--- config.mk ---
export PLATFORM = sky130hd
export DESIGN_NAME = mmcm_lock_supervisor
export DESIGN_NICKNAME = d
export VERILOG_FILES = /design/src/rtl/mmcm_lock_supervisor.sv
export SDC_FILE = /design/constraint.sdc
export NUM_CORES = 1
export LEC_CHECK = 0
export ABC_AREA = 1
export CORE_MARGIN = 4
export CORE_UTILIZATION = 49
export CTS_BUF_LIST = sky130_fd_sc_hd__clkbuf_4 sky130_fd_sc_hd__clkbuf_8
export DETAILED_ROUTE_END_ITERATION = 8
export PLACE_DENSITY = 0.86
export SLEW_MARGIN = 20
export SYNTH_ARGS = -nofsm -noshare
export SYNTH_HDL_FRONTEND = slang
export SYNTH_SLANG_ARGS = --single-unit
--- constraint.sdc ---
create_clock -name CLK -period 0.8 [get_ports CLK]
set_input_delay 0.12 -clock CLK [delete_from_list [all_inputs] [get_ports CLK]]
set_output_delay 0.12 -clock CLK [all_outputs]
set_load 0.005 [all_outputs]
--- src/rtl/mmcm_lock_supervisor.sv ---
// mmcm_lock_supervisor
//
// Brings up an MMCM from its free-running reference clock and keeps it locked.
// It pulses the MMCM reset and waits for LOCKED. It then requires the lock to
// stay stable for a while before releasing the system reset. A lock timeout
// retries the MMCM reset, and a lock loss in RUN re-arms the whole sequence.
//
// Parameters:
//   RST_PULSE_CYCLES    - minimum MMCM_RST high time per pulse (>= 1)
//   LOCK_TIMEOUT_CYCLES - cycles allowed in WAIT_LOCK before a retry (>= 2)
//   STABLE_CYCLES       - consecutive synced-lock cycles before RUN (>= 1)
//   CNT_W               - width of the statistics counters
//
// Ports:
//   CLK           in  reference clock, the same clock that feeds MMCM CLKIN1
//   ASYNC_RESET_N in  asynchronous active-low reset; release is synchronised
//   LOCKED        in  MMCM lock, asynchronous to CLK
//   FORCE_RELOCK  in  synchronous single-cycle request to restart the MMCM
//   MMCM_RST      out drives the MMCM ASYNC_RESET input
//   SYS_RESET_N   out active-low reset for downstream logic
//   READY         out high while in RUN
//   STATE         out 0 RESET_MMCM, 1 WAIT_LOCK, 2 STABLE, 3 RUN
//   RETRY_COUNT   out lock timeouts, saturating
//   LOSS_COUNT    out lock losses while in RUN, saturating
//
// Build option:
//   MMCM_SUPERVISOR_STATS_EN - when defined, RETRY_COUNT and LOSS_COUNT are
//   implemented. When undefined, both ports are tied to 0 and the FSM is
//   unchanged.

module mmcm_lock_supervisor #(
  parameter int unsigned RST_PULSE_CYCLES    = 8,
  parameter int unsigned LOCK_TIMEOUT_CYCLES = 65536,
  parameter int unsigned STABLE_CYCLES       = 1024,
  parameter int unsigned CNT_W               = 8
) (
  input  logic             CLK,
  input  logic             ASYNC_RESET_N,
  input  logic             LOCKED,
  input  logic             FORCE_RELOCK,
  output logic             MMCM_RST,
  output logic             SYS_RESET_N,
  output logic             READY,
  output logic [1:0]       STATE,
  output logic [CNT_W-1:0] RETRY_COUNT,
  output logic [CNT_W-1:0] LOSS_COUNT
);

  // One timer serves as the pulse, timeout and stability counter; every state
  // entry clears it, so it is sized for the longest of the three intervals.
  localparam int unsigned MaxPulseTo = (RST_PULSE_CYCLES > LOCK_TIMEOUT_CYCLES) ?
                                       RST_PULSE_CYCLES : LOCK_TIMEOUT_CYCLES;
  localparam int unsigned MaxCycles  = (MaxPulseTo > STABLE_CYCLES) ?
                                       MaxPulseTo : STABLE_CYCLES;
  localparam int unsigned TimerW     = $clog2(MaxCycles + 1);

  localparam logic [TimerW-1:0] PulseLast   = TimerW'(RST_PULSE_CYCLES - 1);
  localparam logic [TimerW-1:0] TimeoutLast = TimerW'(LOCK_TIMEOUT_CYCLES - 1);
  localparam logic [TimerW-1:0] StableLast  = TimerW'(STABLE_CYCLES - 1);
  localparam logic [TimerW-1:0] TimerMax    = '1;

  typedef enum logic [1:0] {
    StResetMmcm = 2'd0,
    StWaitLock  = 2'd1,
    StStable    = 2'd2,
    StRun       = 2'd3
  } state_e;

  // Reset: assert immediately, release two edges after ASYNC_RESET_N rises.
  logic [1:0] rst_sync_q;
  logic       rst_n;

  always_ff @(posedge CLK or negedge ASYNC_RESET_N) begin
    if (!ASYNC_RESET_N) begin
      rst_sync_q <= 2'b00;
    end else begin
      rst_sync_q <= {rst_sync_q[0], 1'b1};
    end
  end

  assign rst_n = rst_sync_q[1];

  // LOCKED synchroniser. All FSM decisions use lk.
  logic [1:0] lk_sync_q;
  logic       lk;

  always_ff @(posedge CLK or negedge rst_n) begin
    if (!rst_n) begin
      lk_sync_q <= 2'b00;
    end else begin
      lk_sync_q <= {lk_sync_q[0], LOCKED};
    end
  end

  assign lk = lk_sync_q[1];

  state_e            state_q, state_d;
  logic [TimerW-1:0] timer_q;
  logic              mmcm_rst_q, sys_reset_n_q, ready_q;

  always_comb begin
    state_d = state_q;
    unique case (state_q)
      StResetMmcm: begin
        // A lock still visible after the pulse is stale; hold the reset.
        if (timer_q >= PulseLast && !lk) state_d = StWaitLock;
      end
      StWaitLock: begin
        if (FORCE_RELOCK)                 state_d = StResetMmcm;
        else if (lk)                      state_d = StStable;
        else if (timer_q == TimeoutLast)  state_d = StResetMmcm;
      end
      StStable: begin
        if (FORCE_RELOCK)                 state_d = StResetMmcm;
        else if (!lk)                     state_d = StWaitLock;
        else if (timer_q == StableLast)   state_d = StRun;
      end
      StRun: begin
        if (!lk || FORCE_RELOCK)          state_d = StResetMmcm;
      end
      default:                            state_d = StResetMmcm;
    endcase
  end

  // Outputs are computed from the next state so they change on the same edge
  // as the transition.
  always_ff @(posedge CLK or negedge rst_n) begin
    if (!rst_n) begin
      state_q       <= StResetMmcm;
      timer_q       <= '0;
      mmcm_rst_q    <= 1'b1;
      sys_reset_n_q <= 1'b0;
      ready_q       <= 1'b0;
    end else begin
      state_q <= state_d;
      if (state_d != state_q) begin
        timer_q <= '0;
      end else if (timer_q != TimerMax) begin
        timer_q <= timer_q + 1'b1;
      end
      mmcm_rst_q    <= (state_d == StResetMmcm);
      sys_reset_n_q <= (state_d == StRun);
      ready_q       <= (state_d == StRun);
    end
  end

  assign MMCM_RST    = mmcm_rst_q;
  assign SYS_RESET_N = sys_reset_n_q;
  assign READY       = ready_q;
  assign STATE       = state_q;

`ifdef MMCM_SUPERVISOR_STATS_EN
  localparam logic [CNT_W-1:0] CntMax = '1;

  logic [CNT_W-1:0] retry_q, loss_q;
  logic             retry_evt, loss_evt;

  // FORCE_RELOCK wins over a timeout, so the only unforced exit from
  // WAIT_LOCK to RESET_MMCM is a timeout. Any lock loss in RUN counts, even
  // alongside FORCE_RELOCK.
  assign retry_evt = (state_q == StWaitLock) && (state_d == StResetMmcm) && !FORCE_RELOCK;
  assign loss_evt  = (state_q == StRun) && !lk;

  always_ff @(posedge CLK or negedge rst_n) begin
    if (!rst_n) begin
      retry_q <= '0;
      loss_q  <= '0;
    end else begin
      if (retry_evt && retry_q != CntMax) retry_q <= retry_q + 1'b1;
      if (loss_evt && loss_q != CntMax)   loss_q  <= loss_q + 1'b1;
    end
  end

  assign RETRY_COUNT = retry_q;
  assign LOSS_COUNT  = loss_q;
`else
  assign RETRY_COUNT = '0;
  assign LOSS_COUNT  = '0;
`endif

endmodule

==> impl_results.md, run 1 <==
- Remaining global-route overflow: 0
- Worst Hold Class: reg -> async
- Global-route usage over all layers: 21.6%
- Cell area after technology mapping: 0.00139 mm^2
- Proportion of layout cells with a drive suffix above 1: 42.4%
- Area of the die: 0.00376 mm^2
- Clk sink count: 25
- Root buffer cell: sky130_fd_sc_hd__clkbuf_4
- Synth-to-layout area growth: 47.4%
- Maximum net fanout on the critical path: 9
- Total clock buffers created by CTS: 3
- GP Congestion: 0.859
- Internal power contribution: 2700 uW
- Max cap viols: 0
- Result of the run: finished with violations
- Antenna Cells: 0
- Final Max Slew Viols: 0
- Cell class contributing the biggest share of worst-path delay: simple AND/OR/NAND/NOR gates
- Net Sw Frac: 40.3%
- Crit path launch type: flip-flop
- DP Wirelength: 2.37 mm
- Number of fill cells: 171
- Via count: 1,412
- Area taken by multi-input logic gates: 827 um^2
- Buffer and inverter count on the worst path: 0
- FMAX: 457 MHz
- Worst clock skew on the final layout: 0.00133 ns
- Share of the cycle needed by the critical path after routing: 273%
- Maximum level of the CTS H-tree: 1
- Number of antenna violations at the first check in global routing: 0
- Vias per cell: 5.43
- Met3 routed WL: 308 um
- Flops & latches, synth: 25
- Fraction of power consumed by combinational cells: 52.0%
- Largest net degree at the start of global routing: 14
- Startpoint-to-endpoint class of the critical path: reg -> reg
- Area of the core region: 0.00273 mm^2
- Fraction of synthesized cell area taken by the top area cell type: 43.1%
- R2r endpoint: timer_q[9]
- Number of endpoints failing setup at the final stage: 26
- Power density normalized to cell area: 2200 mW/mm^2
- Critical path, cell by cell: ha_2 > nand3_2 > nor3_4 > nand2_2 > nor3_4 > ha_2 > o211ai_1 > nand2_1 > nand2_2 > nand2_4 > a21oi_4 > nand2_8 > nor2_1
- Critical-path cell with the highest stage delay: sky130_fd_sc_hd__dfrtp_1
- Static Leak: 0.00104 uW
- Maximum vdd ir drop: 2.11 mV
- Met1 routed wirelength after detailed routing: 1.56 mm
- Routed Antenna Nets: 0
- Biggest cell delay along the critical path: 0.42 ns
- Count of warnings emitted by yosys: 0
- Via count of the first global-routing pass: 1,318
- Synth Instances: 169
- Sum of met2 wire segment lengths after detailed routing: 2.22 mm
- Post-synthesis cell type with the largest combined area: sky130_fd_sc_hd__dfrtp_1
- DRC violations left: 0
- Hold violation count in the final report: 0
- Clock-pin slew on the worst setup and hold paths: 0.13 ns
- Number of detailed-routing iterations run before antenna repair: 5
- Worst endpoint data arrival time: 2.45 ns
- Buffer levels on the longest clock path: 2
- Final TNS setup: -28.63 ns
- Required time worst endpoint: 1.06 ns
- Violations in the final reports: setup timing
- Top routing layer in use: met4
- Total power: 4520 uW
- Routed Wire Length: 4.30 mm
- Sequential fraction of the synthesis area: 45.0%
- Ports placed on the boundary: 25
- Nets: 237
- Final critical-path setup slack: -1.39 ns
- Reg2reg path depth: 13
- Total net switching power: 1820 uW
- Average detailed-routed wire length per instance: 16.6 um
- Number of buffers inserted by port buffering: 8
- TritonCTS clock tree: done
- Unrepaired setup endpoints after global routing: true
- Die Height: 61.3 um
- Reg-to-reg critical path startpoint: timer_q[0]
- Fraction of power consumed by the clock network: 13.3%
- Capturing element type of the critical path: flip-flop
- Distinct cells, synth: 25
- Num rows: 19
- Min Clock Period, post-route: 2.19 ns
- Sequential cell area: 627 um^2
- Mean cell area of the mapped netlist: 8.25 um^2
- Slack of the worst reg-to-reg path: -1.39 ns
- Post-placement worst setup slack: -1.32 ns
- Clock insertion delay at the later pin of the skew report: 0.32 ns
- Relative contribution of sequential cells to total power: 34.7%
- Die width: 61.3 um
- First-pass GRT wire length: 5.81 mm
- First DRT Iteration DRCs: 70
- Initial core utilization: 51.0%
- Largest cells by area after synthesis: sky130_fd_sc_hd__dfrtp_1 43%, sky130_fd_sc_hd__nor2_1 9.4%, sky130_fd_sc_hd__buf_4 9.2%, sky130_fd_sc_hd__xor2_1 6.9%, sky130_fd_sc_hd__nand2_1 5.9%
## sequential cells by signal, summed over array words and instances, names as in the netlist
register and count:
rst_sync_q 2, STATE 2, timer_q 17, lk_sync_q 2, MMCM_RST 1, READY 1
## synth_stat cells, drive strengths merged
master / n
a21oi: 2
buf: 18
clkbuf: 1
conb: 2
dfrtp: 24
dfstp: 1
ha: 3
inv: 16
mux2i: 1
nand2: 24
nand3: 12
nand4: 2
nor2: 36
nor3: 8
nor3b: 1
o211ai: 1
o21ai: 3
o22ai: 2
or2: 1
xor2: 11
## placed cells by master (no fill, tap or decap), drive strengths merged
cell type | synthesis | layout
o22ai | 2 | 2
mux2i | 1 | 1
ha | 3 | 3
xor2 | 11 | 11
nor3 | 8 | 8
o211ai | 1 | 1
o21ai | 3 | 3
nand4 | 2 | 2
buf | 18 | 54
nand2 | 24 | 25
conb | 2 | 17
clkdlybuf4s50 | 0 | 3
dfstp | 1 | 1
dfrtp | 24 | 24
inv | 16 | 16
nand3 | 12 | 12
nor2 | 36 | 36
or2 | 1 | 1
clkbuf | 1 | 5
nor3b | 1 | 1
a21oi | 2 | 2
dlygate4sd3 | 0 | 1
## logic make-up after synthesis
kind of cell / after synthesis / synth area share (%)
adders and majority gates: 3 / 2.69
muxes: 1 / 0.718
DFF: 25 / 45.0
other: 2 / 0.539
xor gates and xnor gates: 11 / 6.91
and+or+nand+nor: 84 / 26.1
AOI/OAI and AO/OA: 8 / 3.50
buffers and inverters: 35 / 14.5
## worst reg2reg max path: stages (launching register included)
cell and delay, ns:
sky130_fd_sc_hd__dfrtp_1 0.42, sky130_fd_sc_hd__ha_2 0.20, sky130_fd_sc_hd__nand3_2 0.10, sky130_fd_sc_hd__nor3_4 0.05
sky130_fd_sc_hd__nand2_2 0.11, sky130_fd_sc_hd__nor3_4 0.05, sky130_fd_sc_hd__ha_2 0.18, sky130_fd_sc_hd__o211ai_1 0.18
sky130_fd_sc_hd__nand2_1 0.11, sky130_fd_sc_hd__nand2_2 0.11, sky130_fd_sc_hd__nand2_4 0.08, sky130_fd_sc_hd__a21oi_4 0.26
sky130_fd_sc_hd__nand2_8 0.15, sky130_fd_sc_hd__nor2_1 0.14
## through the flow
step | cells | area (um^2) | hold WS (ns) | util, %
after detailed placement | 246 | 1770 | 0.205 | 64.6
after global routing | 260 | 2050 | 0.214 | 75.1
after CTS | 255 | 1900 | 0.213 | 69.4
final | 260 | 2050 | 0.215 | 75.1
after global placement | 246 | 1770 | 0.178 | 64.6
after floorplan | 184 | 1490 | -0.176 | -
## per-layer routing
metal	vias up	track usage (%)
met1	677	24.3
li1	619	-
met3	26	3.77
met2	90	38.5
met4	0	11.8
met5	-	0
## power groups by stage
stage	logic (uW)	clock network (uW)	registers [uW]
finish	2350	600	1570
global route	2510	657	1580
CTS	1770	609	1540
floorplan	819	0	1620
global placement	1350	0	1550
detailed placement	1400	0	1560
## worst max path at each step
stage	startpoint	endpoint	slack (ns)	depth (start not counted)
2_1_floorplan	timer_q[0]	timer_q[12]	-1.20	15
3_3_place_gp	timer_q[0]	timer_q[15]	-1.17	13
3_5_place_dp	timer_q[1]	timer_q[14]	-1.32	14
4_1_cts	timer_q[1]	timer_q[15]	-1.26	13
5_1_grt	timer_q[0]	timer_q[9]	-1.54	14
6_report	timer_q[0]	timer_q[9]	-1.39	13
## repair_timing
item,CTS,global route
hold endpoints to repair,2,0
setup buffers,3,7
pin swaps,1,4
endpoints found under the setup margin,26,26
gates resized for setup,38,31
hold buffers,1,0
cloned,1,0
## cell type report
class | count | share of cell area, %
Clock buffer | 4 | 1.46
Inverter | 16 | 2.92
Multi-Input combinational cell | 125 | 40.3
Sequential cell | 25 | 30.5
Tap cell | 31 | 1.89
Timing Repair Buffer | 59 | 23.0
Power figures use the tool's default switching activity.
==> run 2, diff against run 1 <==
--- a/config.mk
+++ b/config.mk
@@ -6,9 +6,11 @@
 export NUM_CORES = 1
 export LEC_CHECK = 0
 export ABC_AREA = 1
+export CAP_MARGIN = 25
 export CORE_MARGIN = 4
 export CORE_UTILIZATION = 49
 export CTS_BUF_LIST = sky130_fd_sc_hd__clkbuf_4 sky130_fd_sc_hd__clkbuf_8
+export CTS_CLUSTER_SIZE = 14
 export DETAILED_ROUTE_END_ITERATION = 8
 export PLACE_DENSITY = 0.86
 export SLEW_MARGIN = 20
==> results of run 2 <==
The final DEF is identical to that of run 1; final timing and power are the same.
==> run 3, diff against run 2 <==
--- a/config.mk
+++ b/config.mk
@@ -13,6 +13,7 @@
 export CTS_CLUSTER_SIZE = 14
 export DETAILED_ROUTE_END_ITERATION = 8
 export PLACE_DENSITY = 0.86
+export SETUP_SLACK_MARGIN = 0.5
 export SLEW_MARGIN = 20
 export SYNTH_ARGS = -nofsm -noshare
 export SYNTH_HDL_FRONTEND = slang
==> impl_results.md, run 3 (synthesized netlist as in run 1, its figures left out) <==
- Crit path launch type: flip-flop (unchanged)
- Min Clock Period, post-route: 2.21 ns (was 2.19 ns)
- Nets: 244 (was 237)
- Register ranked first by flip-flop count: timer_q (unchanged)
- Max cap viols: 0 (unchanged)
- Clock-pin slew on the worst setup and hold paths: 0.15 ns (was 0.13 ns)
- Power density normalized to cell area: 2250 mW/mm^2 (was 2200 mW/mm^2)
- Remaining global-route overflow: 0 (unchanged)
- Maximum level of the CTS H-tree: 1 (unchanged)
- Critical path, cell by cell: ha_4 > nand3_4 > nor3_4 > nand2_2 > nor3_4 > ha_2 > o211ai_1 > nand2_1 > nand2_1 > nand2_2 > a21oi_4 > nand2_4 > nor2_1 (was ha_2 > nand3_2 > nor3_4 > nand2_2 > nor3_4 > ha_2 > o211ai_1 > nand2_1 > nand2_2 > nand2_4 > a21oi_4 > nand2_8 > nor2_1)
- Launch point of the worst hold path: LOCKED
- Number of detailed-routing iterations run before antenna repair: 5 (unchanged)
- Capturing element type of the critical path: flip-flop (unchanged)
- Sequential cell area: 632 um^2 (was 627 um^2)
- Static Leak: 0.00107 uW (was 0.00104 uW)
- Leading cell type in the layout, fill and taps excluded: sky130_fd_sc_hd__buf_4 (unchanged)
- Number of flip-flops under the largest register name: 17 (unchanged)
- Startpoint-to-endpoint class of the critical path: reg -> reg (unchanged)
- Number of endpoints failing setup at the final stage: 26 (unchanged)
- Clk sink count: 25 (unchanged)
- Largest net degree at the start of global routing: 16 (was 14)
- Required time worst endpoint: 1.07 ns (was 1.06 ns)
- Routed Wire Length: 5.42 mm (was 4.30 mm)
- Final Max Slew Viols: 0 (unchanged)
- Hold violation count in the final report: 3 (was 0)
- Buffer levels on the longest clock path: 2 (unchanged)
- Root buffer cell: sky130_fd_sc_hd__clkbuf_4 (unchanged)
- Worst endpoint data arrival time: 2.48 ns (was 2.45 ns)
- Global-route usage over all layers: 28.5% (was 21.6%)
- Worst Hold Class: in -> reg (was reg -> async)
- Number of antenna violations at the first check in global routing: 0 (unchanged)
- Final hold slack: -0.0964 ns (was 0.215 ns)
- Maximum vdd ir drop: 2.20 mV (was 2.11 mV)
- First-pass GRT wire length: 7.63 mm (was 5.81 mm)
- Worst clock skew on the final layout: 0.00600 ns (was 0.00133 ns)
- Total clock buffers created by CTS: 3 (unchanged)
- Routed Antenna Nets: 0 (unchanged)
- First DRT Iteration DRCs: 116 (was 70)
- Area of the core region: 0.00273 mm^2 (unchanged)
- Vias per cell: 5.69 (was 5.43)
- DRC violations left: 0 (unchanged)
- Number of buffers inserted by port buffering: 8 (unchanged)
- FMAX: 451 MHz (was 457 MHz)
- Via count of the first global-routing pass: 1,517 (was 1,318)
- Average detailed-routed wire length per instance: 20.3 um (was 16.6 um)
- Via count: 1,518 (was 1,412)
- Placement-stage cell area: 0.00176 mm^2 (was 0.00177 mm^2)
- Violations in the final reports: hold timing, setup timing (was setup timing)
- Clock insertion delay at the later pin of the skew report: 0.33 ns (was 0.32 ns)
- Final critical-path setup slack: -1.41 ns (was -1.39 ns)
- Commonest non-fill, non-tap cells in the layout: 45 x sky130_fd_sc_hd__buf_4, 26 x sky130_fd_sc_hd__nor2_1, 22 x sky130_fd_sc_hd__dfrtp_1 (was 45 x sky130_fd_sc_hd__buf_4, 24 x sky130_fd_sc_hd__dfrtp_1, 20 x sky130_fd_sc_hd__nor2_1)
- Critical-path cell with the highest stage delay: sky130_fd_sc_hd__dfrtp_1 (unchanged)
- Proportion of layout cells with a drive suffix above 1: 42.8% (was 42.4%)
- Synth-to-layout area growth: 55.6% (was 47.4%)
- Share of the cycle needed by the critical path after routing: 277% (was 273%)
- Die width: 61.3 um (unchanged)
- Post-placement worst setup slack: -1.37 ns (was -1.32 ns)
- Maximum net fanout on the critical path: 8 (was 9)
- Die Height: 61.3 um (unchanged)
- Result of the run: finished with violations (unchanged)
- TritonCTS clock tree: done (unchanged)
- Cell class contributing the biggest share of worst-path delay: simple AND/OR/NAND/NOR gates (unchanged)
- Initial core utilization: 51.0% (unchanged)
- Worst Setup SP: timer_q[1] (was timer_q[0])
- Num rows: 19 (unchanged)
- DP Wirelength: 2.37 mm (about the same)
- Biggest cell delay along the critical path: 0.46 ns (was 0.42 ns)
- Buffer and inverter count on the worst path: 0 (unchanged)
- Unrepaired setup endpoints after global routing: true (unchanged)
- Reg-to-reg critical path startpoint: timer_q[1] (was timer_q[0])
- Area taken by multi-input logic gates: 822 um^2 (was 827 um^2)
- Area of the die: 0.00376 mm^2 (unchanged)
- Post-route design area: 0.00217 mm^2 (was 0.00205 mm^2)
- Antenna Cells: 0 (unchanged)
- Layout Utilization: 79.3% (was 75.1%)
- GP Congestion: 0.857 (was 0.859)
- Number of fill cells: 138 (was 171)
- Ports placed on the boundary: 25 (unchanged)
- Total power: 4880 uW (was 4520 uW)
[run 3: area by class of cell]
type	count	share of cell area, %
repair buffers	65	27.0
inverters	16	2.77
clock inverters	1	0.346
clock buffers	3	1.04
flip-flops and latches	25	29.1
multi-input cells	126	37.9
well taps	31	1.79
[run 3: layer usage]
layer	share of wire, %	up-vias	GRT usage (%)
li1	-	635	-
met2	49	133	49.1
met4	5.3	0	12.7
met1	35	714	35.5
met5	0	-	0
met3	10	36	4.19
[run 3: report_power, final]
group          switching (uW)  total, uW  internal [uW]
Clock                     426        618            192
Sequential                185       1630           1450
Combinational            1480       2630           1150
Total                    2090       4880           2790
[run 3: path summary, 6_finish.rpt]
path | end | slack [ns] | depth (start not counted)
min in group asynchronous | rst_sync_q[0] | -0.08 | 1
worst min-delay path | lk_sync_q[0] | -0.1 | 1
worst max-delay path | timer_q[9] | -1.41 | 13
worst min register to register | STATE[0] | 0.33 | 1
worst max register to register | timer_q[9] | -1.41 | 13
max in group asynchronous | timer_q[8] | 0.25 | 2
[run 3: repair_timing]
action | in CTS | in global routing
hold endpoints to repair | 2 | 3
setup buffers | 11 | 4
pin swaps | 6 | 3
resized for setup | 47 | 20
endpoints found under the setup margin | 51 | 52
cloned | 4 | 0
[run 3: per-stage QoR]
stage | TNS (ns) | std cells
floorplan | -21.99 | 184
global placement | -23.62 | 244
detailed placement | -27.09 | 244
CTS | -25.95 | 263
global route | -31.40 | 267
finish | -29.30 | 267
